File: config.mk
export PLATFORM = sky130hd
export DESIGN_NAME = cpu_trace_printer
export DESIGN_NICKNAME = d
export VERILOG_FILES = /design/src/rtl/cpu_trace_printer.sv
export SDC_FILE = /design/constraint.sdc
export NUM_CORES = 1
export LEC_CHECK = 0
export ABC_AREA = 1
export BUFFER_PORTS_ARGS = -buffer_cell sky130_fd_sc_hd__clkbuf_2
export CORE_UTILIZATION = 35
export CTS_CLUSTER_DIAMETER = 100
export CTS_CLUSTER_SIZE = 24
export DETAILED_ROUTE_END_ITERATION = 10
export GPL_ROUTABILITY_DRIVEN = 0
export GPL_TIMING_DRIVEN = 0
export SYNTH_ARGS = -nofsm -noshare
export SYNTH_HDL_FRONTEND = slang
export SYNTH_SLANG_ARGS = --single-unit
File: constraint.sdc
create_clock -name clk -period 4.5 [get_ports clk]
set_input_delay 0 -clock clk [delete_from_list [all_inputs] [get_ports clk]]
set_output_delay 0 -clock clk [all_outputs]
set_load 0.1 [all_outputs]
File: src/rtl/cpu_trace_printer.sv
// cpu_trace_printer: serializes one CPU write-back record into an ASCII trace
// line of the form ^<time>@<pc>: $<grf> <= <data># or ^<time>@<pc>: *<addr> <= <data>#,
// one character per accepted handshake on the char/char_valid/char_ready port.
module cpu_trace_printer (
    input  logic        clk,
    input  logic        reset,
    input  logic        in_valid,
    output logic        in_ready,
    input  logic        in_type,
    input  logic [13:0] in_time,
    input  logic [31:0] in_pc,
    input  logic [4:0]  in_grf,
    input  logic [31:0] in_addr,
    input  logic [31:0] in_data,
    output logic [7:0]  char,
    output logic        char_valid,
    input  logic        char_ready
);

    typedef enum logic [1:0] {
        ST_IDLE,
        ST_CONV,
        ST_EMIT
    } state_t;

    // Field currently on the char output; multi-digit fields walk cnt down to 0.
    typedef enum logic [3:0] {
        G_CARET, G_TIME, G_AT, G_PC, G_COLON, G_SP1, G_MARK, G_GRF,
        G_ADDR, G_SP2, G_LT, G_EQ, G_SP3, G_DATA, G_HASH
    } seg_t;

    localparam logic [7:0] CH_CARET = "^";
    localparam logic [7:0] CH_AT    = "@";
    localparam logic [7:0] CH_COLON = ":";
    localparam logic [7:0] CH_SPACE = " ";
    localparam logic [7:0] CH_DOLL  = "$";
    localparam logic [7:0] CH_STAR  = "*";
    localparam logic [7:0] CH_LT    = "<";
    localparam logic [7:0] CH_EQ    = "=";
    localparam logic [7:0] CH_HASH  = "#";

    state_t      state, state_nxt;
    seg_t        seg, seg_nxt, seg_adv;
    logic [2:0]  cnt, cnt_nxt, cnt_adv;
    logic [3:0]  iter, iter_nxt;
    logic [7:0]  char_nxt, adv_char;
    logic        valid_nxt, ready_nxt;
    logic        load, step;

    logic        type_q;
    logic [31:0] pc_q, addr_q, data_q;
    logic [4:0]  grf_q;
    logic [29:0] dd;
    logic [13:0] time_sat;
    logic [15:0] bcd, bcd_sh;
    logic [2:0]  t_start, g_start;
    logic [1:0]  grf_tens;
    logic [3:0]  grf_ones;

    // One double-dabble iteration: add 3 to every BCD nibble >= 5, then shift left.
    function automatic logic [29:0] dd_step(input logic [29:0] v);
        logic [29:0] a;
        a = v;
        for (int k = 0; k < 4; k++) begin
            if (a[14 + 4*k +: 4] >= 4'd5)
                a[14 + 4*k +: 4] = a[14 + 4*k +: 4] + 4'd3;
        end
        return {a[28:0], 1'b0};
    endfunction

    function automatic logic [7:0] hex_ascii(input logic [3:0] n);
        return (n < 4'd10) ? (8'h30 + {4'h0, n}) : (8'h57 + {4'h0, n});
    endfunction

    function automatic logic [3:0] nibble32(input logic [31:0] w, input logic [2:0] i);
        logic [31:0] s;
        s = w >> {i, 2'b00};
        return s[3:0];
    endfunction

    assign time_sat = (in_time > 14'd9999) ? 14'd9999 : in_time;
    assign bcd      = dd[29:14];

    // Leading-zero suppression: first digit position to print for time and grf.
    always_comb begin
        if (bcd[15:12] != 4'd0)      t_start = 3'd3;
        else if (bcd[11:8] != 4'd0)  t_start = 3'd2;
        else if (bcd[7:4] != 4'd0)   t_start = 3'd1;
        else                         t_start = 3'd0;

        if (grf_q >= 5'd30) begin
            grf_tens = 2'd3; grf_ones = 4'(grf_q - 5'd30);
        end else if (grf_q >= 5'd20) begin
            grf_tens = 2'd2; grf_ones = 4'(grf_q - 5'd20);
        end else if (grf_q >= 5'd10) begin
            grf_tens = 2'd1; grf_ones = 4'(grf_q - 5'd10);
        end else begin
            grf_tens = 2'd0; grf_ones = grf_q[3:0];
        end
        g_start = (grf_q >= 5'd10) ? 3'd1 : 3'd0;
    end

    // Position that follows the current one in the line.
    always_comb begin
        seg_adv = seg;
        cnt_adv = cnt - 3'd1;
        if (!((seg == G_TIME || seg == G_PC || seg == G_GRF || seg == G_ADDR ||
               seg == G_DATA) && cnt != 3'd0)) begin
            cnt_adv = 3'd0;
            case (seg)
                G_CARET: begin seg_adv = G_TIME; cnt_adv = t_start; end
                G_TIME:  seg_adv = G_AT;
                G_AT:    begin seg_adv = G_PC; cnt_adv = 3'd7; end
                G_PC:    seg_adv = G_COLON;
                G_COLON: seg_adv = G_SP1;
                G_SP1:   seg_adv = G_MARK;
                G_MARK: begin
                    if (type_q) begin seg_adv = G_ADDR; cnt_adv = 3'd7; end
                    else        begin seg_adv = G_GRF;  cnt_adv = g_start; end
                end
                G_GRF:   seg_adv = G_SP2;
                G_ADDR:  seg_adv = G_SP2;
                G_SP2:   seg_adv = G_LT;
                G_LT:    seg_adv = G_EQ;
                G_EQ:    seg_adv = G_SP3;
                G_SP3:   begin seg_adv = G_DATA; cnt_adv = 3'd7; end
                default: seg_adv = G_HASH;
            endcase
        end
    end

    // ASCII glyph for the following position.
    always_comb begin
        adv_char = CH_HASH;
        bcd_sh   = bcd >> {cnt_adv[1:0], 2'b00};
        case (seg_adv)
            G_CARET: adv_char = CH_CARET;
            G_TIME:  adv_char = 8'h30 + {4'h0, bcd_sh[3:0]};
            G_AT:    adv_char = CH_AT;
            G_PC:    adv_char = hex_ascii(nibble32(pc_q, cnt_adv));
            G_COLON: adv_char = CH_COLON;
            G_SP1:   adv_char = CH_SPACE;
            G_MARK:  adv_char = type_q ? CH_STAR : CH_DOLL;
            G_GRF:   adv_char = 8'h30 + (cnt_adv[0] ? {6'd0, grf_tens} : {4'd0, grf_ones});
            G_ADDR:  adv_char = hex_ascii(nibble32(addr_q, cnt_adv));
            G_SP2:   adv_char = CH_SPACE;
            G_LT:    adv_char = CH_LT;
            G_EQ:    adv_char = CH_EQ;
            G_SP3:   adv_char = CH_SPACE;
            G_DATA:  adv_char = hex_ascii(nibble32(data_q, cnt_adv));
            default: adv_char = CH_HASH;
        endcase
    end

    // Next-state and next registered-output logic.
    always_comb begin
        state_nxt = state;
        seg_nxt   = seg;
        cnt_nxt   = cnt;
        iter_nxt  = iter;
        char_nxt  = char;
        valid_nxt = char_valid;
        ready_nxt = in_ready;
        load      = 1'b0;
        step      = 1'b0;
        case (state)
            ST_IDLE: begin
                ready_nxt = 1'b1;
                valid_nxt = 1'b0;
                char_nxt  = 8'h00;
                if (in_valid && in_ready) begin
                    state_nxt = ST_CONV;
                    ready_nxt = 1'b0;
                    iter_nxt  = 4'd0;
                    load      = 1'b1;
                end
            end
            ST_CONV: begin
                if (iter == 4'd14) begin
                    state_nxt = ST_EMIT;
                    seg_nxt   = G_CARET;
                    cnt_nxt   = 3'd0;
                    char_nxt  = CH_CARET;
                    valid_nxt = 1'b1;
                end else begin
                    step     = 1'b1;
                    iter_nxt = iter + 4'd1;
                end
            end
            ST_EMIT: begin
                if (char_ready) begin
                    if (seg == G_HASH) begin
                        state_nxt = ST_IDLE;
                        valid_nxt = 1'b0;
                        char_nxt  = 8'h00;
                        ready_nxt = 1'b1;
                    end else begin
                        seg_nxt  = seg_adv;
                        cnt_nxt  = cnt_adv;
                        char_nxt = adv_char;
                    end
                end
            end
            default: begin
                state_nxt = ST_IDLE;
                valid_nxt = 1'b0;
                char_nxt  = 8'h00;
            end
        endcase
    end

    // State, sequencer position and registered outputs.
    always_ff @(posedge clk or posedge reset) begin
        if (reset) begin
            state      <= ST_IDLE;
            seg        <= G_CARET;
            cnt        <= 3'd0;
            iter       <= 4'd0;
            char       <= 8'h00;
            char_valid <= 1'b0;
            in_ready   <= 1'b0;
        end else begin
            state      <= state_nxt;
            seg        <= seg_nxt;
            cnt        <= cnt_nxt;
            iter       <= iter_nxt;
            char       <= char_nxt;
            char_valid <= valid_nxt;
            in_ready   <= ready_nxt;
        end
    end

    // Record latch on accept and the binary-to-BCD shift register.
    always_ff @(posedge clk or posedge reset) begin
        if (reset) begin
            type_q <= 1'b0;
            pc_q   <= 32'd0;
            grf_q  <= 5'd0;
            addr_q <= 32'd0;
            data_q <= 32'd0;
            dd     <= 30'd0;
        end else if (load) begin
            type_q <= in_type;
            pc_q   <= in_pc;
            grf_q  <= in_grf;
            addr_q <= in_addr;
            data_q <= in_data;
            dd     <= {16'd0, time_sat};
        end else if (step) begin
            dd     <= dd_step(dd);
        end
    end

endmodule

==> out/results.ini <==
[clock_tree]
cts.sinks=154
clkLatencyLatePin_ns=0.44
cts_resized=0
htreeDepth=4
cts_tree=built
cts_made_buffers=17
cts_root_buf=clkbuf_16
clkSlewWorstSetupHoldPaths_ns=0.07
cts_max_path_buffers=2

[global_routing]
antenna_found_initial=0
grt-ovfl-total=0
grt_pass1_vias=8694
grt_max_degree=127
grt_pass1_wl_mm=44.8
grt_usage_pct=22.2

[finish]
nets=1607
post-route-util_pct=47.6
n_fill_cell=2411
drive_gt1_share_pct=14.2
num_antenna_cells=0
area_growth_pct=32.9

[placement]
hpwl_mm=19.1
portBuffers=128

[detailed_routing]
drt_iter0_markers=615
first_pass_iters=5
route.detailed.drc=0
wl_per_cell_um=15.2
vias=8924
antenna_left=0
drt-total-wl_mm=27.3
vias_per_cell=4.96

[yosys]
synth_common_cells=354 x nand2_1, 154 x dfrtp_1, 153 x inv_1
yosysUniqueCellTypes=40
yosysTopAreaCellShare_pct=44.0
yosysWarnings=0
synth_nets=1339
ys.flop_type=dfrtp_1
postSynthAreaPerCell_sq_um=7.34
synth-edff-count=0
yosys.cell_count.top_type=nand2_1
synthesis.area_sq_um=8760
ys_ff_latch=154
async_flop_share_pct=100
yosys.area.top_type=dfrtp_1
synthCells=1194
ys_seq_area_share_pct=44.0
synth.area.top_cells=dfrtp_1 44%, nand2_1 15%, o21ai_0 8.2%

[timing]
timing.final.crit_share_pct=74.2
max_slew_margin_pct=35.3
hold_viol_final=0
tightestPinTransition_ns=0.967
fin_skew_ns=0.0110
slew_viol_final=0
fmax_mhz=299
setup_violations=0
rsz0062_at_grt=false
finalWorstPathRequiredPeriod_ns=3.34

[floorplan]
ios=130
core_sq_um=24500
dieArea_sq_um=25700
start_util_pct=35.8
rows=57
die_y_um=160
die_x_um=160

[critical_path]
cp_max_fo=10
worst_path_max_delay_cell=dfrtp_1
critPathLaunchType=flop
crit_path_end_kind=flop
r2r-start=dd[26]
crit_top_cell=nand2_1
r2r_slack_ns=1.16
startpoint=dd[26]
path_cells=inv_1 > ha_1 > nand2_1 > nor2_1 > nand2_1 > nand2_1 > nand2_1 > o21ai_4 > buf_4 > nand2_1 > o21ai_0 > nand2_1 > nand2_1 > nand2_1 > nand2_1 > inv_1 > ha_1 > inv_1 > nor2_1 > o21ai_0 > nand4_1 > nand2_1 > nand2_1
crit_type=flop to flop
arrival_ns=3.66
max_stage_delay_ns=0.40
reg2regPathDepth=23
required_ns=4.82
timing.rr.end=char[4]
crit_path_end=char[4]

[flow_run]
drv_cap=0

[outcome]
outcome=finished clean

[min_path]
hold_path.class=input pin to asynchronous set/reset pin

## layout by cell type (no fill, tap or decap), types with 4 or more instances in the layout
cell,instances
buf_4,7
buf_1,8
inv_8,4
o21ai_0,143
inv_2,8
o211ai_1,7
nor2_1,46
ha_1,25
clkbuf_1,26
o22ai_1,23
xor2_1,5
buf_2,10
dfrtp_1,154
nor3_1,6
o31ai_1,5
nand3b_1,7
buf_6,5
o221ai_1,7
dlygate4sd3_1,120
nand2_1,354
clkbuf_16,17
inv_1,152
nand2_2,11
nand3_1,132
a31oi_1,4
a21oi_1,21
clkbuf_2,128
## per-layer routing
layer,vias up,wire [um],track usage [%]
met5,-,0,0
met4,0,636,8.01
met3,52,1640,3.12
met2,328,12200,34.3
met1,4152,12800,31.5
li1,4392,-,-
## how the worst min path moves through the flow
stage | cells after the start | endpoint | slack [ns] | startpoint
CTS | 3 | pc_q[19] | 0.06 | reset
detailed placement | 2 | pc_q[19] | -0.03 | reset
global route | 3 | pc_q[21] | 0.08 | reset
floorplan | 2 | data_q[13] | 0.12 | in_data[13]
finish | 3 | pc_q[19] | 0.06 | reset
global placement | 3 | data_q[30] | 0.21 | in_data[30]
## cell families after synthesis
logic type               after synthesis  share of synthesized area, %
buffers and inverters                218                          10.2
other                                  1                        0.0428
AND/OR/NAND/NOR                      566                          27.3
adder cells (fa/ha/maj)               25                          3.57
XOR/XNOR                               8                         0.799
AO/OA/AOI/OAI                        221                          14.0
flip-flops                           154                          44.0
multiplexers                           1                         0.114
## final cells by class
| type | count | area, sq um | area share [%] |
|---|---|---|---|
| plain buffers | 55 | 283 | 2.43 |
| clock buffers | 19 | 443 | 3.80 |
| clock inverters | 13 | 158 | 1.35 |
| inverters | 163 | 619 | 5.32 |
| multi-input cells | 822 | 4020 | 34.5 |
| flip-flops and latches | 154 | 3850 | 33.1 |
| well taps | 324 | 405 | 3.48 |
| repair buffers | 249 | 1870 | 16.0 |
## through the flow
step / worst slack, ns / area, sq um / cells / hold slack [ns] / setup TNS (ns)
after floorplan: 0.350 / 8760 / 1194 / 0.117 / 0
after global placement: -1.66 / 9810 / 1646 / 0.207 / -254.02
after detailed placement: 1.20 / 9850 / 1647 / -0.0268 / 0
after CTS: 1.18 / 11600 / 1799 / 0.0628 / 0
after global routing: 0.898 / 11600 / 1799 / 0.0772 / 0
final: 1.16 / 11600 / 1799 / 0.0568 / 0
## repair_timing
item / in CTS / in global routing
hold buffers: 120 / 0
buffers inserted: 0 / 0
endpoints found under the setup margin: 0 / 0
endpoints found under the hold margin: 226 / 0
## sequential cells by signal (all words and copies together), names as in the netlist
register	flops
char_valid	1
grf_q	5
char	7
state	2
seg	4
iter	4
addr_q	32
dd	30
in_ready	1
type_q	1
data_q	32
pc_q	32
cnt	3
## critical path: cells and delay by family (launching register included)
family                   cells  cell delay, ns
AND/OR/NAND/NOR             14            1.33
AO/OA/AOI/OAI                3            0.60
buffers and inverters        4            0.54
flip-flops                   1            0.40
adder cells (fa/ha/maj)      2            0.35
Power is left out: the tool's default activity adds up to more than one toggle a clock period on the data nets, which glitch-free logic cannot reach.
